--- src/rtl/serial_ripple_subtractor_if.sv ---
// serial_ripple_subtractor_if: operand/result valid-ready bundle for the serial subtractor
interface serial_ripple_subtractor_if #(parameter int N = 4);
  logic in_valid;
  logic in_ready;
  logic [N-1:0] a;
  logic [N-1:0] b;
  logic bin;
  logic out_valid;
  logic out_ready;
  logic [N-1:0] diff;
  logic bout;
  logic ovf;
  modport master (
    output in_valid, a, b, bin, out_ready,
    input in_ready, out_valid, diff, bout, ovf
  );
  modport slave (
    input in_valid, a, b, bin, out_ready,
    output in_ready, out_valid, diff, bout, ovf
  );
endinterface

--- src/rtl/serial_ripple_subtractor.sv ---
// serial_ripple_subtractor: bit-serial a - b - bin, one full-subtractor stage per clock, valid/ready on both sides
module serial_ripple_subtractor #(parameter int N = 4) (
  input logic clk,
  input logic rst,
  serial_ripple_subtractor_if.slave s
);
  localparam int CW = (N > 1) ? $clog2(N) : 1;
  typedef enum logic [1:0] {IDLE, SHIFT, DONE} state_t;
  state_t r_state, w_next;
  logic [N-1:0] r_a, r_b, r_res;
  logic [CW-1:0] r_cnt;
  logic r_br, r_ovf, w_d, w_br, w_last, w_acc;
  always_comb begin
    w_d = r_a[0] ^ r_b[0] ^ r_br;
    w_br = (~r_a[0] & r_b[0]) | (~(r_a[0] ^ r_b[0]) & r_br);
    w_last = r_cnt == CW'(N - 1);
    w_acc = (r_state == IDLE) && s.in_valid;
    w_next = w_acc ? SHIFT
           : (r_state == SHIFT && w_last) ? DONE
           : (r_state == DONE && s.out_ready) ? IDLE
           : r_state;
  end
  always_ff @(posedge clk) begin
    if (rst) begin
      r_state <= IDLE;
      r_a <= '0;
      r_b <= '0;
      r_res <= '0;
      r_cnt <= '0;
      r_br <= 1'b0;
      r_ovf <= 1'b0;
    end else begin
      r_state <= w_next;
      if (w_acc) begin
        r_a <= s.a;
        r_b <= s.b;
        r_br <= s.bin;
        r_cnt <= '0;
        r_ovf <= 1'b0;
      end else if (r_state == SHIFT) begin
        r_a <= r_a >> 1;
        r_b <= r_b >> 1;
        r_res <= (r_res >> 1) | (N'(w_d) << (N - 1));
        r_br <= w_br;
        r_cnt <= r_cnt + 1'b1;
        r_ovf <= w_last & (r_a[0] ^ r_b[0]) & (w_d ^ r_a[0]);
      end
    end
  end
  assign s.in_ready = r_state == IDLE;
  assign s.out_valid = r_state == DONE;
  assign s.diff = r_res;
  assign s.bout = r_br;
  assign s.ovf = r_ovf;
endmodule
--- src/flat_wrapper.sv ---
// flat-port wrapper written by rule: the top's interface ports become plain ports
module serial_ripple_subtractor_flat 
#(parameter int N = 4)
  (clk, rst, s_in_valid, s_a, s_b, s_bin, s_out_ready, s_in_ready, s_out_valid, s_diff, s_bout, s_ovf);
  serial_ripple_subtractor_if #(.N(N)) s_i ();
  input logic clk;
  input logic rst;
  input wire logic [$bits(s_i.in_valid)-1:0] s_in_valid;
  input wire logic [$bits(s_i.a)-1:0] s_a;
  input wire logic [$bits(s_i.b)-1:0] s_b;
  input wire logic [$bits(s_i.bin)-1:0] s_bin;
  input wire logic [$bits(s_i.out_ready)-1:0] s_out_ready;
  output wire logic [$bits(s_i.in_ready)-1:0] s_in_ready;
  output wire logic [$bits(s_i.out_valid)-1:0] s_out_valid;
  output wire logic [$bits(s_i.diff)-1:0] s_diff;
  output wire logic [$bits(s_i.bout)-1:0] s_bout;
  output wire logic [$bits(s_i.ovf)-1:0] s_ovf;
  assign s_i.in_valid = s_in_valid;
  assign s_i.a = s_a;
  assign s_i.b = s_b;
  assign s_i.bin = s_bin;
  assign s_i.out_ready = s_out_ready;
  assign s_in_ready = s_i.in_ready;
  assign s_out_valid = s_i.out_valid;
  assign s_diff = s_i.diff;
  assign s_bout = s_i.bout;
  assign s_ovf = s_i.ovf;
  serial_ripple_subtractor #(.N(N)) u_core (.clk(clk), .rst(rst), .s(s_i));
endmodule
--- config.mk ---
export PLATFORM = sky130hd
export DESIGN_NAME = serial_ripple_subtractor_flat
export DESIGN_NICKNAME = d
export VERILOG_FILES = /design/src/rtl/serial_ripple_subtractor_if.sv /design/src/rtl/serial_ripple_subtractor.sv /design/src/flat_wrapper.sv
export SDC_FILE = /design/constraint.sdc
export NUM_CORES = 1
export LEC_CHECK = 0
export ABC_CLOCK_PERIOD_IN_PS = 2300
export BUFFER_PORTS_ARGS = -buffer_cell sky130_fd_sc_hd__clkbuf_2
export CORE_UTILIZATION = 44
export CTS_BUF_LIST = sky130_fd_sc_hd__clkbuf_4 sky130_fd_sc_hd__clkbuf_8
export DETAILED_ROUTE_END_ITERATION = 8
export MAX_ROUTING_LAYER = met4
export PLACE_DENSITY = 0.75
export SYNTH_ARGS = -nofsm -noshare
export SYNTH_HDL_FRONTEND = slang
export SYNTH_SLANG_ARGS = --single-unit
--- constraint.sdc ---
create_clock -name clk -period 2.3 [get_ports clk]
set_clock_uncertainty 0.1 [all_clocks]
set_input_delay 0.23 -clock clk [delete_from_list [all_inputs] [get_ports clk]]
set_output_delay 0.23 -clock clk [all_outputs]
set_load 0.02 [all_outputs]
==> impl_results.md, run 1 <==
* Die Y at 45.7 µm
* 1st-pass router iterations at 4
* Hold EP: u_core.r_a[3]$_SDFFE_PP0P_
* M1 GR Usage at 0.241
* IO Pins at 21
* Final cell count without fillers at 147
* R2r endpoint: u_core.s.ovf$_SDFFE_PP0N_
* Sum Neg Setup Slack at 0 ns
* Worst Max-Slew Pin Slew at 0.445 ns
* Hold Path Cell Cnt at 3
* Root buf cell: clkbuf_4
* Pre-CTS setup slack at 0.390 ns
* Nets at 139
* Avg Cell Area, Syn at 8.24 µm²
* PortBufs at 20
* Total Die Area at 2090 µm²
* Sequential share of the synthesized area at 0.429
* Antenna-violating nets left at 0
* Post-Syn Area at 841 µm²
* Layout cells sized above 1 at 0.279
* # hold bufs at CTS at 0
* Initial DRC count at 18
* Die X at 45.7 µm
* Via count at 754
* Total wire length at 1560 µm
* Type of the worst min-delay path: input pin to flip-flop
* Main area contributors after synthesis: dfxtp_1 43%, a21oi_1 8.9%, nand2_1 7.6%, or3b_2 4.2%, a211oi_1 3.6%
* Ys Warns at 0
* Max_cap viols at 0
* Largest net degree at the start of global routing at 19
* Max Fclk at 520 MHz
* Syn nets at 118
* Max-slew violations at 0
* M2 GR Usage at 0.297
* Reg-to-reg slack, setup at 0.38 ns
* Worst EP arrival at 2.04 ns
* FF+latch count, synth at 18
* RSZ-0062 raised after global routing: false
* Largest area contributor in the netlist: dfxtp_1
* WL per Instance at 10.6 µm
* Post-Syn Instances at 102
* Drc violations at 0
* Vias in the first global route at 674
* Worst EP required at 2.42 ns
* Crit end category: flip-flop
* Netlist cell types at 23
* Tcrit/Tclk final at 0.836
* Fill count at 178
* First-pass GRT wire length at 2780 µm
* Placed cells at 143
* CTS sink count at 18
* Reg2reg path depth at 5
* FF-to-FF Start: u_core.r_b[0]$_SDFFE_PP0P_
* Rows at 15
* PwrDens at 664 nW/µm²
* CTS buffer count at 3
* Worst min-delay path startpoint: s_a[3]
* Final Hold Viols at 0
* Initial antenna violation count at 0
* All-Layer GR Usage at 0.190
* Status: finished, final reports clean
* Deepest clock path buffer count at 2
* Ant. Diodes at 0
* Grt peak-use layer: met2
* Layout area overhead at 19.0%
* H-tree lvl count at 1
* Leakage Power at 0.000417 µW
* CTS tree: done
* Clk pin slew, worst setup/hold paths at 0.10 ns
* RePlAce Congestion at 0.830
* CP Class: flip-flop to flip-flop
* Clk Latency, worst-skew pair at 0.29 ns
* Post-CTS Setup Bufs at 0
* Relative slew slack at 0.703
* Core area at 1760 µm²
* Worst setup SP type: flip-flop
* Grt met3 use at 0.0278
* Setup ws final at 0.378 ns
* GR Overflow Total at 0
* Post-layout min period at 1.92 ns
* Worst vdd ir at 0.000282 V
* Post_cts resized at 0
* # setup viols final at 0
* Post-DP HPWL at 1140 µm
* Yosys top cell area share at 0.429
* Max FO, Critical Path at 3
* Initial Util at 0.477
* Routed vias/inst at 5.13
==> per-layer routing <==
layer	up-vias	wire, µm
met5	-	0
met2	19	738
met4	0	22
li1	383	-
met3	4	60
met1	348	738
==> cell usage in the layout, fill, tap and decap left out, drive strengths merged, types with 3 or more instances in the layout <==
master / Yosys / final
clkbuf: 3 / 24
dfxtp: 18 / 18
nand2: 17 / 17
a21oi: 15 / 15
nor2: 8 / 8
inv: 5 / 5
nor3: 5 / 5
a211oi: 5 / 5
or3b: 4 / 4
nand2b: 3 / 3
buf: 4 / 3
==> synthesized netlist by cell type, drive strengths merged <==
library cell and count:
dfxtp 18, nand2 17, a21oi 15, nor2 8
a211oi 5, inv 5, nor3 5, buf 4
or3b 4, clkbuf 3, nand2b 3, ha 2
nand3 2, nor2b 2, o21ai 2, xnor2 2
fa 1, mux2i 1, nor3b 1, o21ba 1
or4 1
==> cell type report <==
class / count / area (µm²) / area share
flip-flops and latches: 18 / 360 / 0.360
multi-input cells: 72 / 432 / 0.431
inverters: 5 / 18.8 / 0.0188
repair buffers: 23 / 123 / 0.123
well taps: 25 / 31.3 / 0.0313
clock buffers: 4 / 36.3 / 0.0363
==> logic make-up after synthesis <==
| logic type | count (synthesis) | synth area share |
|---|---|---|
| AO/OA/AOI/OAI | 23 | 0.164 |
| XOR/XNOR | 2 | 0.0208 |
| adder cells (fa/ha/maj) | 3 | 0.0536 |
| buffers and inverters | 12 | 0.0580 |
| flip-flops | 18 | 0.429 |
| multiplexers | 1 | 0.0119 |
| AND/OR/NAND/NOR | 43 | 0.263 |
==> flip-flops by register name, summed over array words and instances, names as in the netlist <==
signal          cells
u_core.r_a          4
u_core.r_b          4
u_core.s.diff       4
u_core.r_cnt        2
u_core.r_state      2
u_core.s.bout       1
u_core.s.ovf        1
==> power breakdown <==
part           switching [µW]  internal (µW)  total, µW
clock network            98.7           96.4        195
registers                12.7            332        344
logic                    69.1           56.0        125
==> worst max-delay path by stage <==
stage                                     startpoint                         to  slack [ns]
final                     u_core.r_b[0]$_SDFFE_PP0P_  u_core.s.ovf$_SDFFE_PP0N_        0.38
after global routing      u_core.r_b[0]$_SDFFE_PP0P_  u_core.s.ovf$_SDFFE_PP0N_        0.27
after CTS                 u_core.r_b[0]$_SDFFE_PP0P_  u_core.s.ovf$_SDFFE_PP0N_        0.36
after detailed placement  u_core.r_b[0]$_SDFFE_PP0P_  u_core.s.ovf$_SDFFE_PP0N_        0.39
after global placement    u_core.r_b[0]$_SDFFE_PP0P_  u_core.s.ovf$_SDFFE_PP0N_        0.47
after floorplan           u_core.s.bout$_SDFFE_PP0P_  u_core.s.ovf$_SDFFE_PP0N_        0.41
==> worst max-delay path, cell delays in order, from the launching register on <==
cell and delay (ns):
dfxtp_1 0.37, inv_1 0.07, fa_1 0.51, xnor2_1 0.15, or4_1 0.42, a211oi_2 0.21
==> per-stage QoR <==
step | utilization | hold WS, ns | instance area [µm²] | total power, µW
final | 0.567 | 0.0505 | 1000 | 665
after global routing | 0.567 | 0.0558 | 1000 | 701
after CTS | 0.567 | 0.0482 | 1000 | 672
after detailed placement | 0.547 | 0.351 | 965 | 478
after global placement | 0.547 | 0.343 | 965 | 474
after floorplan | - | 0.266 | 841 | 441
(Power assumes the default switching activity.)
==> run 2: changes to the inputs <==
--- a/config.mk
+++ b/config.mk
@@ -5,13 +5,14 @@
 export SDC_FILE = /design/constraint.sdc
 export NUM_CORES = 1
 export LEC_CHECK = 0
-export ABC_CLOCK_PERIOD_IN_PS = 2300
+export ABC_AREA = 1
+export ABC_CLOCK_PERIOD_IN_PS = 1740
 export BUFFER_PORTS_ARGS = -buffer_cell sky130_fd_sc_hd__clkbuf_2
 export CORE_UTILIZATION = 44
 export CTS_BUF_LIST = sky130_fd_sc_hd__clkbuf_4 sky130_fd_sc_hd__clkbuf_8
 export DETAILED_ROUTE_END_ITERATION = 8
 export MAX_ROUTING_LAYER = met4
-export PLACE_DENSITY = 0.75
+export PLACE_DENSITY = 0.77
 export SYNTH_ARGS = -nofsm -noshare
 export SYNTH_HDL_FRONTEND = slang
 export SYNTH_SLANG_ARGS = --single-unit
==> constraint.sdc (replaced) <==
create_clock -name clk -period 1.74 [get_ports clk]
set_clock_uncertainty 0.1 [all_clocks]
set_input_delay 0.174 -clock clk [delete_from_list [all_inputs] [get_ports clk]]
set_output_delay 0.174 -clock clk [all_outputs]
set_load 0.02 [all_outputs]
==> impl_results.md, run 2 <==
* Crit path depth at 6 (was 5)
* Multiplexer area fraction after synthesis at 0 (was 0.0119)
* Final Hold Viols at 0 (unchanged)
* Post-synthesis simple-gate area fraction at 0.343 (was 0.263)
* Cell Chain, Critical Path: inv_1 -> fa_1 -> nor2_1 -> nor2_1 -> nand3_1 -> a21oi_1 (was inv_1 -> fa_1 -> xnor2_1 -> or4_1 -> a211oi_2)
* Drc violations at 0 (unchanged)
* Post-CTS Setup Bufs at 0 (unchanged)
* Sum Neg Setup Slack at 0 ns (unchanged)
* Initial antenna violation count at 0 (unchanged)
* CTS tree: done (unchanged)
* Relative slew slack at 0.810 (was 0.703)
* Crit end category: flip-flop (unchanged)
* H-tree lvl count at 1 (unchanged)
* Total wire length at 1780 µm (was 1560 µm)
* CTS sink count at 18 (unchanged)
* Largest net degree at the start of global routing at 13 (was 19)
* Ys flop type: dfxtp_1 (unchanged)
* # setup viols final at 0 (unchanged)
* Worst vdd ir at 0.000684 V (was 0.000282 V)
* Max FO, Critical Path at 3 (unchanged)
* Layout area overhead at 17.8% (was 19.0%)
* Post-Syn Area at 883 µm² (was 841 µm²)
* First-pass GRT wire length at 2820 µm (was 2780 µm)
* 1st-pass router iterations at 4 (unchanged)
* Hold Path Cell Cnt at 3 (unchanged)
* RePlAce Congestion at 0.770 (was 0.830)
* Post-Syn Instances at 123 (was 102)
* Post-synth EDFFs at 0 (unchanged)
* Post-layout min period at 1.55 ns (was 1.92 ns)
* Post-DP HPWL at 1320 µm (was 1140 µm)
* Post-synthesis adder-cell area fraction at 0.0510 (was 0.0536)
* Antenna-violating nets left at 0 (unchanged)
* Worst EP arrival at 1.69 ns (was 2.04 ns)
* Most common cell after layout, fill and taps aside: nand2_1 (was clkbuf_2)
* IO Pins at 21 (unchanged)
* Vias in the first global route at 678 (was 674)
* Sequential share of the synthesized area at 0.408 (was 0.429)
* Routed vias/inst at 4.74 (was 5.13)
* Clk pin slew, worst setup/hold paths at 0.10 ns (about the same)
* Leakage Power at 0.000497 µW (was 0.000417 µW)
* Largest area contributor in the netlist: dfxtp_1 (unchanged)
* Type of the worst min-delay path: input pin to flip-flop (unchanged)
* Max-slew violations at 0 (unchanged)
* Most common cell in the synthesized netlist: nand2_1 (was dfxtp_1)
* Setup ws final at 0.189 ns (was 0.378 ns)
* WL per Instance at 10.4 µm (was 10.6 µm)
* Status: finished, final reports clean (unchanged)
* CP max-delay cell: fa_1 (unchanged)
* Slowest stage delay, CP at 0.57 ns (was 0.51 ns)
* Layout cells sized above 1 at 0.221 (was 0.279)
* Worst setup SP type: flip-flop (unchanged)
* CP dominant cell by count: nor2_1
* Reg power frac at 0.513 (was 0.518)
* Hold slack at 0.0156 ns (was 0.0505 ns)
* Max Fclk at 645 MHz (was 520 MHz)
* CTS buffer count at 3 (unchanged)
* Commonest cells after routing, fill and taps aside: 34 x nand2_1, 20 x clkbuf_2, 19 x nor2_1, 18 x dfxtp_1, 10 x a21oi_1 (was 20 x clkbuf_2, 18 x dfxtp_1, 17 x nand2_1, 15 x a21oi_1, 8 x nor2_1)
* Placed cells at 165 (was 143)
* Tcrit/Tclk final at 0.891 (was 0.836)
* Netlist cell types at 20 (was 23)
* Worst Max-Slew Pin Slew at 0.285 ns (was 0.445 ns)
* Root buf cell: clkbuf_4 (unchanged)
* Ys Warns at 0 (unchanged)
* Largest family of logic cells by synthesized area: simple AND/OR/NAND/NOR gates (unchanged)
* Post_cts resized at 0 (unchanged)
* GR Overflow Total at 0 (unchanged)
* Syn nets at 139 (was 118)
* Yosys top cell area share at 0.408 (was 0.429)
* RSZ-0062 raised after global routing: false (unchanged)
* Clk Latency, worst-skew pair at 0.30 ns (was 0.29 ns)
* FF+latch count, synth at 18 (unchanged)
* Avg Cell Area, Syn at 7.18 µm² (was 8.24 µm²)
* Initial DRC count at 9 (was 18)
* Main area contributors after synthesis: dfxtp_1 41%, nand2_1 14%, nor2_1 8.1%, a21oi_1 5.7%, nand3_1 4.5% (was dfxtp_1 43%, a21oi_1 8.9%, nand2_1 7.6%, or3b_2 4.2%, a211oi_1 3.6%)
* Total Die Area at 2190 µm² (was 2090 µm²)
* Die X at 46.8 µm (was 45.7 µm)
* Core area at 1800 µm² (was 1760 µm²)
* All-Layer GR Usage at 0.195 (was 0.190)
* Synth async-reset ratio at 0 (unchanged)
* Post-synth top cells: 34 x nand2_1, 19 x nor2_1, 18 x dfxtp_1 (was 18 x dfxtp_1, 17 x nand2_1, 15 x a21oi_1)
* PwrDens at 859 nW/µm² (was 664 nW/µm²)
* Net Sw Frac at 0.290 (was 0.271)
* Pint at 635 µW (was 484 µW)
* Fill count at 199 (was 178)
* Critical path buffers and inverters at 1 (unchanged)
* CP Class: flip-flop to flip-flop (unchanged)
* PortBufs at 20 (unchanged)
* Via count at 805 (was 754)
* Synth Area in Compound Gates at 0.0977 (was 0.164)
* Die Y at 46.8 µm (was 45.7 µm)
* Max_cap viols at 0 (unchanged)
* Pre-CTS setup slack at 0.208 ns (was 0.390 ns)
* Worst EP required at 1.88 ns (was 2.42 ns)
* XOR/XNOR Fraction of Synth Area at 0.00992 (was 0.0208)
* Deepest clock path buffer count at 2 (unchanged)
* Clock network power share at 0.291 (was 0.293)
* Comb pwr share at 0.196 (was 0.188)
* Crit-path leading delay family: adder cells (unchanged)
* Rows at 15 (unchanged)
* Ant. Diodes at 0 (unchanged)
* # hold bufs at CTS at 1 (was 0)
* Reg2reg path depth at 6 (was 5)
* Final cell count without fillers at 170 (was 147)
* Nets at 162 (was 139)
* P_sw at 259 µW (was 180 µW)
* Initial Util at 0.490 (was 0.477)
-- run 2: cell count changes in the layout (fill, tap and decap cells not counted), sizes merged, moves of 5 or more --
cell,delta
nor2,+13
nand3,+6
inv,+6
a211oi,-5
a21oi,-5
nand2,+18
nor3,-5
-- run 2: layer usage --
| layer | GRT usage | wire, µm |
|---|---|---|
| met3 | 0.0577 | 60 |
| met2 | 0.303 | 881 |
| met5 | - | 0 |
| met4 | 0.103 | 40 |
| met1 | 0.225 | 792 |
-- run 2: cell type report --
cell class,instances,area [µm²],area share
flip-flops and latches,18,360,0.346
well taps,25,31.3,0.0300
inverters,14,52.6,0.0505
clock buffers,4,36.3,0.0349
repair buffers,22,118,0.113
multi-input cells,87,443,0.425
-- run 2: worst min-delay path, delay by kind of cell --
kind	cells	cell delay, ns
and+or+nand+nor	1	0.06
AOI/OAI and AO/OA	1	0.06
buffers and inverters	1	0.08
-- run 2: power groups by stage --
| stage | logic, µW | clock network (µW) | registers [µW] |
|---|---|---|---|
| finish | 175 | 260 | 459 |
| global placement | 168 | 0 | 467 |
| CTS | 176 | 269 | 460 |
| global route | 198 | 291 | 463 |
| floorplan | 119 | 0 | 477 |
| detailed placement | 174 | 0 | 469 |
-- run 2: cells by family (layout without fill, tap and decap cells) --
family / after synthesis / after routing
compound gates: 15 / 15
flops: 18 / 18
fa+ha+maj: 3 / 3
buf+inv: 18 / 40
simple gates: 68 / 68
xor+xnor: 1 / 1
-- run 2: per-stage QoR --
step | total power, µW | utilization | cell area, µm²
2_1_floorplan | 596 | - | 883
3_3_place_gp | 634 | 0.552 | 995
3_5_place_dp | 643 | 0.552 | 995
4_1_cts | 905 | 0.578 | 1040
5_1_grt | 952 | 0.578 | 1040
6_report | 894 | 0.578 | 1040
-- run 2: worst paths after layout --
check                                   from                          to  slack [ns]
setup / recovery  u_core.r_b[0]$_SDFFE_PP0P_   u_core.s.ovf$_SDFFE_PP0N_        0.19
hold / removal                        s_a[3]  u_core.r_a[3]$_SDFFE_PP0P_        0.02
setup reg to reg  u_core.r_b[0]$_SDFFE_PP0P_   u_core.s.ovf$_SDFFE_PP0N_        0.19
hold reg to reg   u_core.r_a[1]$_SDFFE_PP0P_  u_core.r_a[1]$_SDFFE_PP0P_        0.37
